File: config.mk
export PLATFORM = sky130hd
export DESIGN_NAME = quadrature_ctrl
export DESIGN_NICKNAME = d
export VERILOG_FILES = /design/src/rtl/quadrature_pkg.sv /design/src/rtl/quad_debounce.sv /design/src/rtl/quadrature_ctrl.sv
export SDC_FILE = /design/constraint.sdc
export NUM_CORES = 1
export LEC_CHECK = 0
export BUFFER_PORTS_ARGS = -buffer_cell sky130_fd_sc_hd__buf_2
export CORE_ASPECT_RATIO = 1.25
export CORE_MARGIN = 2
export CORE_UTILIZATION = 30
export CTS_CLUSTER_DIAMETER = 30
export DETAILED_ROUTE_END_ITERATION = 16
export GPL_TIMING_DRIVEN = 0
export SETUP_SLACK_MARGIN = 0.1
export SYNTH_ARGS = -nofsm -noshare
export SYNTH_HDL_FRONTEND = slang
export SYNTH_SLANG_ARGS = --single-unit
File: constraint.sdc
create_clock -name clk -period 1.99 [get_ports clk]
set_clock_uncertainty 0.05 [all_clocks]
set_input_delay 0.0995 -clock clk [delete_from_list [all_inputs] [get_ports clk]]
set_output_delay 0.0995 -clock clk [all_outputs]
set_load 0.1 [all_outputs]
File: src/rtl/quadrature_pkg.sv
// Shared FSM state, quadrature transition decode and direction constants.
// Pure definitions; no timing or flow control.
package quadrature_pkg;

  typedef enum logic {
    ST_INIT,
    ST_RUN
  } state_t;

  typedef enum logic [1:0] {
    TR_NONE,
    TR_UP,
    TR_DN,
    TR_ILL
  } trans_t;

  localparam logic DIR_UP = 1'b1;
  localparam logic DIR_DN = 1'b0;

  // {A,B} walks 00 -> 10 -> 11 -> 01 -> 00 when turning up.
  function automatic trans_t decode_trans(input logic [1:0] prev, input logic [1:0] cur);
    trans_t t;
    case ({prev, cur})
      4'b00_10, 4'b10_11, 4'b11_01, 4'b01_00: t = TR_UP;
      4'b10_00, 4'b11_10, 4'b01_11, 4'b00_01: t = TR_DN;
      4'b00_00, 4'b01_01, 4'b10_10, 4'b11_11: t = TR_NONE;
      default:                                t = TR_ILL;
    endcase
    return t;
  endfunction

endpackage

File: src/rtl/quad_debounce.sv
// One encoder channel: 2-flop synchronizer then debouncer; stable follows after DEBOUNCE_CYCLES mismatches.
// Latency 2+DEBOUNCE_CYCLES edges from raw to stable; no backpressure (free-running).
module quad_debounce #(
  parameter int DEBOUNCE_CYCLES = 16
) (
  input  logic clk,
  input  logic reset_n,
  input  logic raw,
  input  logic load,
  output logic synced,
  output logic stable
);

  localparam logic [7:0] CNT_MAX = 8'(DEBOUNCE_CYCLES);

  logic       meta;
  logic [7:0] cnt;

  always_ff @(posedge clk or negedge reset_n) begin
    if (!reset_n) begin
      meta   <= 1'b0;
      synced <= 1'b0;
      stable <= 1'b0;
      cnt    <= '0;
    end else begin
      meta   <= raw;
      synced <= meta;
      // load snaps stable to the synchronized level at the end of INIT
      if (load) begin
        stable <= synced;
        cnt    <= '0;
      end else if (synced == stable) begin
        cnt <= '0;
      end else if (cnt + 8'd1 == CNT_MAX) begin
        stable <= synced;
        cnt    <= '0;
      end else begin
        cnt <= cnt + 8'd1;
      end
    end
  end

endmodule

File: src/rtl/quadrature_ctrl.sv
// Debounced quadrature decoder with detent accumulator and bounded wrap/saturate position counter.
// Latency 2+DEBOUNCE_CYCLES+1 edges raw-to-count; no backpressure, clear > load_en > rotation.
module quadrature_ctrl
  import quadrature_pkg::*;
#(
  parameter int          WIDTH            = 8,
  parameter int          DEBOUNCE_CYCLES  = 16,
  parameter int          STEPS_PER_DETENT = 4,
  parameter int unsigned MIN_VAL          = 0,
  parameter int unsigned MAX_VAL          = (1 << WIDTH) - 1,
  parameter bit          WRAP             = 1'b1
) (
  input  logic             clk,
  input  logic             reset_n,
  input  logic             quad_a,
  input  logic             quad_b,
  input  logic             clear,
  input  logic             load_en,
  input  logic [WIDTH-1:0] load_val,
  input  logic             err_clr,
  output logic [WIDTH-1:0] count,
  output logic             step_valid,
  output logic             step_dir,
  output logic             err
);

  localparam logic [WIDTH-1:0] MIN_W     = WIDTH'(MIN_VAL);
  localparam logic [WIDTH-1:0] MAX_W     = WIDTH'(MAX_VAL);
  localparam logic signed [3:0] ACC_TOP  = 4'(STEPS_PER_DETENT);
  localparam logic signed [3:0] ACC_BOT  = -ACC_TOP;
  localparam logic [8:0]       INIT_LAST = 9'(2 + DEBOUNCE_CYCLES - 1);

  state_t            state, state_nxt;
  logic [8:0]        init_cnt;
  logic              init_done;
  logic              syn_a, syn_b, stb_a, stb_b;
  logic [1:0]        prev, cur;
  trans_t            trans;
  logic signed [3:0] acc, acc_nxt;
  logic              up_req, dn_req, ill;
  logic [WIDTH-1:0]  count_nxt, load_clamped;
  logic              step_nxt, dir_nxt;

  assign init_done = (state == ST_INIT) && (init_cnt == INIT_LAST);
  assign cur       = {stb_a, stb_b};

  quad_debounce #(.DEBOUNCE_CYCLES(DEBOUNCE_CYCLES)) u_deb_a (
    .clk(clk), .reset_n(reset_n), .raw(quad_a), .load(init_done), .synced(syn_a), .stable(stb_a)
  );

  quad_debounce #(.DEBOUNCE_CYCLES(DEBOUNCE_CYCLES)) u_deb_b (
    .clk(clk), .reset_n(reset_n), .raw(quad_b), .load(init_done), .synced(syn_b), .stable(stb_b)
  );

  always_ff @(posedge clk or negedge reset_n) begin
    if (!reset_n) begin
      state    <= ST_INIT;
      init_cnt <= '0;
    end else begin
      state <= state_nxt;
      if (state == ST_INIT && !init_done) init_cnt <= init_cnt + 9'd1;
      else                                init_cnt <= '0;
    end
  end

  always_comb begin
    state_nxt = state;
    case (state)
      ST_INIT: if (init_done) state_nxt = ST_RUN;
      ST_RUN:  state_nxt = ST_RUN;
      default: state_nxt = ST_INIT;
    endcase
  end

  always_comb begin
    trans = TR_NONE;
    if (state == ST_RUN) trans = decode_trans(prev, cur);
  end

  always_comb begin
    acc_nxt = acc;
    up_req  = 1'b0;
    dn_req  = 1'b0;
    ill     = 1'b0;
    case (trans)
      TR_UP: begin
        if (acc + 4'sd1 == ACC_TOP) begin acc_nxt = '0; up_req = 1'b1; end
        else                               acc_nxt = acc + 4'sd1;
      end
      TR_DN: begin
        if (acc - 4'sd1 == ACC_BOT) begin acc_nxt = '0; dn_req = 1'b1; end
        else                               acc_nxt = acc - 4'sd1;
      end
      TR_ILL: begin
        acc_nxt = '0;
        ill     = 1'b1;
      end
      default: ;
    endcase

    if (load_val <= MIN_W)      load_clamped = MIN_W;
    else if (load_val >= MAX_W) load_clamped = MAX_W;
    else                        load_clamped = load_val;

    count_nxt = count;
    step_nxt  = 1'b0;
    dir_nxt   = step_dir;
    // a detent landing with clear or load is dropped, not deferred
    if (clear) begin
      count_nxt = MIN_W;
      acc_nxt   = '0;
    end else if (load_en) begin
      count_nxt = load_clamped;
      acc_nxt   = '0;
    end else if (up_req) begin
      if (count != MAX_W) begin
        count_nxt = count + WIDTH'(1);
        step_nxt  = 1'b1;
        dir_nxt   = DIR_UP;
      end else if (WRAP) begin
        count_nxt = MIN_W;
        step_nxt  = 1'b1;
        dir_nxt   = DIR_UP;
      end
    end else if (dn_req) begin
      if (count != MIN_W) begin
        count_nxt = count - WIDTH'(1);
        step_nxt  = 1'b1;
        dir_nxt   = DIR_DN;
      end else if (WRAP) begin
        count_nxt = MAX_W;
        step_nxt  = 1'b1;
        dir_nxt   = DIR_DN;
      end
    end
  end

  always_ff @(posedge clk or negedge reset_n) begin
    if (!reset_n) begin
      count      <= MIN_W;
      acc        <= '0;
      prev       <= '0;
      step_valid <= 1'b0;
      step_dir   <= 1'b0;
      err        <= 1'b0;
    end else begin
      count      <= count_nxt;
      acc        <= acc_nxt;
      step_valid <= step_nxt;
      step_dir   <= dir_nxt;
      err        <= ill ? 1'b1 : (err_clr ? 1'b0 : err);
      if (init_done)            prev <= {syn_a, syn_b};
      else if (state == ST_RUN) prev <= cur;
    end
  end

endmodule

# [Word-level counts from Yosys, hierarchy flattened]
# Memory sizes are Yosys's and may differ from the RTL's.
# Cells that the tools add are included.
[classes] muxes=44 eq_ne=13 order_cmp=2 bitwise_logic=3 addsub=7 reduce_logical=14
[ops] cell="$mux W8" count=14
[ops] cell="$add A8 B1 Y8 const B" count=3
[ops] cell="$mux W1" count=20
[ops] cell="$eq A8 B5 Y1 const B" count=2
[ops] cell="$mux W4" count=4
[ops] cell="$pmux W4 S3" count=1
[ops] cell="$reduce_bool A2 Y1" count=5
[ops] cell="$add A9 B1 Y9 const B" count=1
[ops] cell="$eq A9 B5 Y1 const B" count=1
[ops] cell="$mux W9" count=1
[ops] cell="$ge A8 B8 Y1 const B" count=1
[ops] cell="$le A8 B1 Y1 const B" count=1
[ops] cell="$ne A8 B8 Y1 const B" count=1
[ops] cell="$reduce_bool A8 Y1" count=1
[ops] cell="$sub A8 B1 Y8 const B" count=1
[ops] cell="$mux W2" count=3
[ops] cell="$reduce_bool A5 Y1" count=1
[ops] cell="$add A4 B2 Y4 const B" count=1
[ops] cell="$eq A2 B2 Y1 const B" count=2
[ops] cell="$eq A4 B3 Y1 const B" count=1
[ops] cell="$eq A4 B4 Y1 const B" count=1
[ops] cell="$ne A2 B2 Y1 const B" count=2
[ops] cell="$reduce_and A2 Y1" count=2
[ops] cell="$reduce_bool A4 Y1" count=1
[ops] cell="8 further kinds" count=12
[word_totals] elab_cells=100 regBits=49 memories=1 input_bits=15 mem_bits_ro=32 out_inout_bits=11
[mem_list] name="(name not given)" depth=16 word_bits=2 read_ports=1 rd_ports_with_merged_regs=0 write_ports=0 line="quadrature_pkg.sv:23" source="case ({prev, cur})"

# [Depth between registers and ports, before layout]
# Gate-level depths: netlist of the first run.
[logic_depth] depth_word=8 mapped_depth=8 depth_no_buf=7

# [By module]
# From an unflattened synthesis of the first run, not the netlist that was laid out.
[hier_totals] cells_unflattened=348 area_unflattened_um2=3173.0
[modules_own_cells] mod="quadrature_ctrl" cells_each=236 area_per_inst_um2=2031.9 seq_area_each_um2=675.6 instances=1
[modules_own_cells] mod="quad_debounce" cells_each=56 area_per_inst_um2=570.5 seq_area_each_um2=275.3 instances=2

# [Least setup slack after synthesis of the first run]
# Ideal clock, no wire load.
[synth_timing] path_type="register to register" start="register count[0]" end="register count[5]" t_arrival_ns=2.358 setup_time_ns=0.121 stages_incl_launch_ff=8 period_less_slack_ns=2.529 t_required_ns=1.819 path_slack_ns=-0.539 n_path_buf=0 path_cell_list="dfrtp_1 -> inv_1 -> ha_1 -> or3b_2 -> a21oi_1 -> o221a_2 -> a211o_1 -> a22o_1"
[synth_via] elab_chain_len=6 elab_cells_between_ends=10 classes_between="2 x add/sub; 1 x eq/ne; 6 x mux; 1 x reduce/logical"
[synth_lines] item="from (decl)" line="quadrature_ctrl.sv:21" source="output logic [WIDTH-1:0] count,"
[synth_lines] item="from (signal assigned)" line="quadrature_ctrl.sv:147" source="count <= count_nxt;"
[synth_lines] item="$sub A8 B1 Y8 / $reduce_bool A8 Y1 (equally long branches)" line="quadrature_ctrl.sv:127, quadrature_ctrl.sv:126"
[synth_lines] item="$mux W8" line="quadrature_ctrl.sv:126" source="if (count != MIN_W) begin"
[synth_lines] item="$mux W8" line="quadrature_ctrl.sv:125" source="end else if (dn_req) begin"
[synth_lines] item="$mux W8 *" line="quadrature_ctrl.sv:115" source="end else if (up_req) begin"
[synth_lines] item="$mux W8 *" line="quadrature_ctrl.sv:112" source="end else if (load_en) begin"
[synth_lines] item="$mux W8 *" line="quadrature_ctrl.sv:109" source="if (clear) begin"
# Every way passes the cells marked *; elsewhere a longest branch is shown, timed or not. The select of a mux whose other input is x is not followed.
# A chain may end at the register's enable or synchronous reset.

# [Final worst setup path of the first run]
[layout_timing] start="register count[0]" end="register count[7]"
# Same word-level chain as after synthesis.

==> impl_metrics.json, run 1 <==
{
  "fp.dieW_um": 94.8,
  "finalCritPeriodShare_pct": 103,
  "tns_ns": -0.0516,
  "use_met2_pct": 24.0,
  "cts_tree": "done",
  "failed_checks": "negative hold slack, negative setup slack",
  "syn_nets": 362,
  "irDropWorstVdd_v": 0.000356,
  "avgViaCountPerCell": 5.19,
  "clk_pin_slew_ns": 0.07,
  "portBuffers": 25,
  "maxCapViolCount": 0,
  "grt_pass1_vias": 2706,
  "grt_use_met3_pct": 2.69,
  "worst_pin_slew_ns": 1.10,
  "area_growth_pct": 39.1,
  "synth_edf_count": 0,
  "slew_violations": 0,
  "grt-busiest-layer": "met2",
  "critical_path_required_ns": 2.17,
  "setup_slack_ns": -0.0516,
  "hold-worst-slack_ns": -0.0295,
  "p_total_mw": 2.79,
  "cts_buffer_depth": 2,
  "routedWlPerCell_um": 14.6,
  "fmax_mhz": 490,
  "rsz0062_at_grt": "true",
  "ys_top_cells_by_area": "dfrtp_1 (40%), xor2_1 (6.2%), ha_1 (4.9%), nor2_1 (4.0%), nand2_1 (3.4%)",
  "yosysWarnings": 0,
  "rows": 41,
  "grt_max_degree": 50,
  "synth_area_per_cell_um2": 9.23,
  "drt-total-wl_mm": 7.89,
  "overflow": 0,
  "antenna_cells": 0,
  "ys_ff_latch": 49,
  "dp_slack_ns": -0.295,
  "die_y_um": 117,
  "hpwl_mm": 4.86,
  "h-tree-depth": 2,
  "num_vias": 2808,
  "crit_chain": "inv_4 > ha_4 > or3b_4 > a2111o_1 > o21ai_1 > a221o_1 > a22o_1",
  "power_leakage_nw": 1.84,
  "cp.depth": 7,
  "critPathArrivalTime_ns": 2.22,
  "startpoint_type": "flip-flop",
  "max_stage_delay_ns": 0.52,
  "fin_crit_ns": 2.04,
  "ff2ff_setup_slack_ns": -0.05,
  "synth_top_area_share_pct": 39.7,
  "clkLatencyLatePin_ns": 0.29,
  "max-slew-margin-rel_pct": 26.9,
  "run_status": "complete, but fails checks",
  "cts-buffers-inserted": 5,
  "initial_utilization_pct": 30.7,
  "r2r_start": "count[0]",
  "yosysTopAreaCell": "dfrtp_1",
  "antenna_found_initial": 0,
  "syn-instance-count": 335,
  "final_antenna_net_count": 0,
  "powerDensity_mw_per_mm2": 649,
  "grt.total_usage_pct": 13.5,
  "setup_viol": 1,
  "synth_cell_types": 62,
  "final_util_pct": 42.8,
  "dieArea_mm2": 0.0111,
  "cts_sinks": 49,
  "critPathTopFamily": "compound AO/OA/AOI/OAI gates",
  "cpMaxStageDelayCell": "dfrtp_4",
  "async_flop_share_pct": 100,
  "cts-root-buf": "clkbuf_16",
  "endpoint_kind": "flip-flop",
  "seq_area_frac_synth_pct": 39.7,
  "ios": 26,
  "crit_fanout": 4,
  "synth_top_flop_cell": "dfrtp_1",
  "met1_usage_pct": 16.5,
  "drive_gt1_share_pct": 38.6,
  "drtIter0Drc": 137,
  "drc": 0,
  "grt_pass1_wl_mm": 12.4,
  "synth_commonest_cells": "dfrtp_1 (49), nor2_1 (33), nand2_1 (28), xor2_1 (22), nand3_1 (21)",
  "fillers": 981,
  "dr.pass1.iters": 4,
  "hold_viol_final": 49,
  "min_path_type": "in -> async",
  "reg2regPathDepth": 7,
  "cp_num_buf_inv": 1,
  "reg2reg_to": "count[7]",
  "synth_area_mm2": 0.00309,
  "yosysMostFrequentCell": "dfrtp_1",
  "critPathKind": "reg -> reg",
  "core_area_mm2": 0.0101,
  "final_net_count": 438,
  "gp_congestion": 0.891
}
==> kinds of logic after synthesis <==
logic type | share of synthesized area, %
adders and majority gates | 4.86
muxes | 3.36
DFF | 39.7
buffers and inverters | 3.97
and+or+nand+nor | 22.4
xor gates and xnor gates | 9.64
AOI/OAI and AO/OA | 16.1
==> layout by cell type (no fill, tap or decap), drive strengths merged, types with 2 or more instances in the layout <==
cell type | Yosys | final
dfrtp | 49 | 49
a211oi | 3 | 3
buf | 7 | 75
nand3 | 23 | 23
a21o | 3 | 3
o21ai | 19 | 19
and3 | 6 | 6
nor2b | 2 | 2
a22oi | 2 | 2
o21a | 2 | 2
clkbuf | 5 | 8
o211ai | 3 | 3
nor3 | 8 | 8
nand3b | 2 | 2
and4 | 2 | 2
xnor2 | 12 | 12
a31oi | 2 | 2
a2111oi | 2 | 2
and2 | 5 | 5
ha | 12 | 12
nor4b | 3 | 3
nor2 | 33 | 33
a22o | 6 | 6
dlygate4sd3 | 0 | 4
nand2 | 28 | 28
or2 | 3 | 3
nand4 | 9 | 9
a31o | 2 | 2
or3 | 4 | 4
o31ai | 2 | 2
a21oi | 11 | 11
xor2 | 22 | 22
mux2i | 7 | 7
or4 | 2 | 2
inv | 15 | 16
mux2 | 3 | 3
==> timing repair <==
action | CTS | global route
buffers inserted | 22 | 20
resized for setup | 49 | 38
endpoints found under the hold margin | 4 | 0
hold buffers | 4 | 0
pin swaps | 14 | 30
setup endpoints to repair | 25 | 26
==> per-layer routing <==
layer  wire length, µm  up-vias
met4                97        0
met1              3340     1380
li1                  -     1353
met5                 0        -
met3               327        9
met2              4120       66
==> registers in the layout (all words and copies together) (netlist names), 2 cells and up <==
register	flops
u_deb_b.cnt	8
prev	2
init_cnt	9
u_deb_a.cnt	8
acc	4
count	8
==> stage by stage <==
step / cell area (µm²) / std cells
after floorplan: 3130 / 335
after global placement: 3420 / 489
after detailed placement: 3420 / 489
after CTS: 3970 / 521
after global routing: 4300 / 541
final: 4300 / 541
==> worst register-to-register path, delay by kind of cell (launching register included) <==
| family | cells | cell delay, ns |
|---|---|---|
| AOI/OAI and AO/OA | 4 | 0.79 |
| adders and majority gates | 1 | 0.12 |
| and+or+nand+nor | 1 | 0.40 |
| DFF | 1 | 0.52 |
| buffers and inverters | 1 | 0.10 |
==> power breakdown <==
part           switching, mW  leakage (nW)  internal, mW  total (mW)
Clock                  0.385        0.0712         0.470       0.854
Sequential            0.0789         0.621          1.06        1.14
Combinational          0.464          1.15         0.333       0.797
Total                  0.928          1.84          1.86        2.79
==> worst max path at each step <==
stage                     to      from  slack (ns)
floorplan           count[7]  count[3]       -0.11
global placement    count[3]    acc[0]       -0.28
detailed placement  count[5]    acc[0]       -0.29
CTS                 count[7]  count[0]       -0.02
global route        count[0]   prev[0]       -0.17
finish              count[7]  count[0]       -0.05
==> layout make-up <==
class | instances | area (µm²) | area share [%]
Buffer | 10 | 82.6 | 1.92
Clock buffer | 6 | 129 | 3.00
Clock inverter | 2 | 13.8 | 0.320
Inverter | 15 | 58.8 | 1.37
Multi-Input combinational cell | 259 | 2100 | 48.8
Sequential cell | 49 | 1260 | 29.3
Tap cell | 129 | 161 | 3.75
Timing Repair Buffer | 71 | 497 | 11.6
No activity file was read; power rests on OpenSTA's default activity.
==> inputs of run 2 (changes only) <==
--- a/config.mk
+++ b/config.mk
@@ -12,6 +12,7 @@
 export CTS_CLUSTER_DIAMETER = 30
 export DETAILED_ROUTE_END_ITERATION = 16
 export GPL_TIMING_DRIVEN = 0
+export RECOVER_POWER = 25
 export SETUP_SLACK_MARGIN = 0.1
 export SYNTH_ARGS = -nofsm -noshare
 export SYNTH_HDL_FRONTEND = slang
==> run 2 against run 1 <==
Net effect:
- hold slack better by 0.042 ns
- design area did not move
- critical path depth stayed put
- global-route usage unchanged
- fmax stayed put
- sequential cell count unchanged
- setup slack about the same
- utilization unchanged
- combinational power barely moved
- register-to-register slack about the same
- the flow finishes with violations (negative setup slack)
==> impl_metrics.json, run 2 (same netlist as run 1, synthesis figures left out) <==
{
  "cts-root-buf": "clkbuf_16",
  "failed_checks": "negative setup slack",
  "hold-worst-slack_ns": 0.0126,
  "largest_reg_flops": 9,
  "core_area_mm2": 0.0101,
  "grt.total_usage_pct": 13.5,
  "grt_pass1_wl_mm": 12.4,
  "irDropWorstVdd_v": 0.000356,
  "rsz0062_at_grt": "true",
  "clkLatencyLatePin_ns": 0.29,
  "drt-total-wl_mm": 7.89,
  "critical_path_required_ns": 2.17,
  "grt_pass1_vias": 2706,
  "setup_viol": 1,
  "met1_usage_pct": 16.5,
  "power_leakage_nw": 1.84,
  "powerDensity_mw_per_mm2": 649,
  "grt_use_met3_pct": 2.69,
  "r2r_start": "count[0]",
  "h-tree-depth": 2,
  "regMostFlops": "init_cnt",
  "dieArea_mm2": 0.0111,
  "fp.dieW_um": 94.8,
  "place_inst": 489,
  "run_status": "complete, but fails checks",
  "crit_fanout": 4,
  "rows": 41,
  "final_net_count": 438,
  "reg2reg_to": "count[7]",
  "cts_sinks": 49,
  "drc": 0,
  "slew_violations": 0,
  "startpoint_type": "flip-flop",
  "hpwl_mm": 4.86,
  "multiInputGateArea_mm2": 0.00210,
  "area_growth_pct": 39.1,
  "use_met2_pct": 24.0,
  "antenna_cells": 0,
  "fin_crit_ns": 2.04,
  "antenna_found_initial": 0,
  "final_antenna_net_count": 0,
  "clk_pin_slew_ns": 0.07,
  "cts_tree": "done",
  "cts_buffer_depth": 2,
  "setup_slack_ns": -0.0516,
  "finalCritPeriodShare_pct": 103,
  "gp_congestion": 0.891,
  "max-slew-margin-rel_pct": 17.9,
  "num_vias": 2807,
  "endpoint_kind": "flip-flop",
  "portBuffers": 25,
  "dp_slack_ns": -0.295,
  "p_total_mw": 2.79,
  "grt_max_degree": 50,
  "avgViaCountPerCell": 5.19,
  "maxCapViolCount": 0,
  "critPathArrivalTime_ns": 2.22,
  "layout_commonest_cell": "buf_4",
  "dr.pass1.iters": 4,
  "initial_utilization_pct": 30.7,
  "routedWlPerCell_um": 14.6,
  "drtIter0Drc": 137,
  "overflow": 0,
  "grt-busiest-layer": "met2",
  "ff2ff_setup_slack_ns": -0.05,
  "critPathKind": "reg -> reg",
  "cts-buffers-inserted": 5,
  "final_cell_mix": "buf_4 (41), nor2_1 (32), dfrtp_1 (32)",
  "worst_pin_slew_ns": 1.23,
  "min_path_type": "in -> async",
  "regArea_mm2": 0.00126,
  "die_y_um": 117,
  "hold_viol_final": 0,
  "fmax_mhz": 490,
  "ios": 26,
  "tns_ns": -0.0516,
  "drive_gt1_share_pct": 38.6,
  "reg2regPathDepth": 7,
  "fillers": 981,
  "instances_no_fill": 541
}
run 2: final cells by class:
| type | count | share of cell area, % |
|---|---|---|
| timing repair buffer | 71 | 11.6 |
| tap | 129 | 3.75 |
| buffer | 10 | 1.92 |
| clock inverter | 2 | 0.320 |
| multi-input combinational | 259 | 48.8 |
| inverter | 15 | 1.37 |
| sequential | 49 | 29.3 |
| clock buffer | 6 | 3.00 |
run 2: layer usage:
metal | routed length (µm) | up-vias | share of wire, %
met1 | 3340 | 1379 | 42
met2 | 4120 | 66 | 52
met3 | 327 | 9 | 4.1
li1 | - | 1353 | -
met4 | 97 | 0 | 1.2
met5 | 0 | - | 0
run 2: how the worst max path moves through the flow:
stage          slack (ns)  startpoint        to  cells past startpoint
2_1_floorplan       -0.11    count[3]  count[7]                      6
4_1_cts             -0.02    count[0]  count[7]                      7
3_3_place_gp        -0.28      acc[0]  count[3]                      6
6_report            -0.05    count[0]  count[7]                      7
3_5_place_dp        -0.29      acc[0]  count[5]                      6
5_1_grt             -0.17     prev[0]  count[0]                      8
run 2: timing repair:
| action | in CTS | in global routing |
|---|---|---|
| endpoints found under the setup margin | 25 | 26 |
| hold buffers | 4 | 0 |
| pin swaps | 14 | 30 |
| gates resized for setup | 49 | 38 |
| endpoints found under the hold margin | 4 | 0 |
| setup buffers | 22 | 20 |
run 2: through the flow:
step                utilization (%)  instance area (µm²)
floorplan                         -                 3130
global placement               34.0                 3420
detailed placement             34.0                 3420
CTS                            39.5                 3970
global route                   42.8                 4300
finish                         42.8                 4300
run 2: power breakdown:
part	switching (mW)	internal (mW)
registers	0.0789	1.06
logic	0.464	0.333
clock network	0.384	0.470
total	0.928	1.86
run 2: critical path, stage by stage (launching register included):
cell	delay, ns
dfrtp_4	0.52
inv_4	0.10
ha_4	0.12
or3b_4	0.40
a2111o_1	0.38
o21ai_1	0.12
a221o_1	0.17
a22o_1	0.12
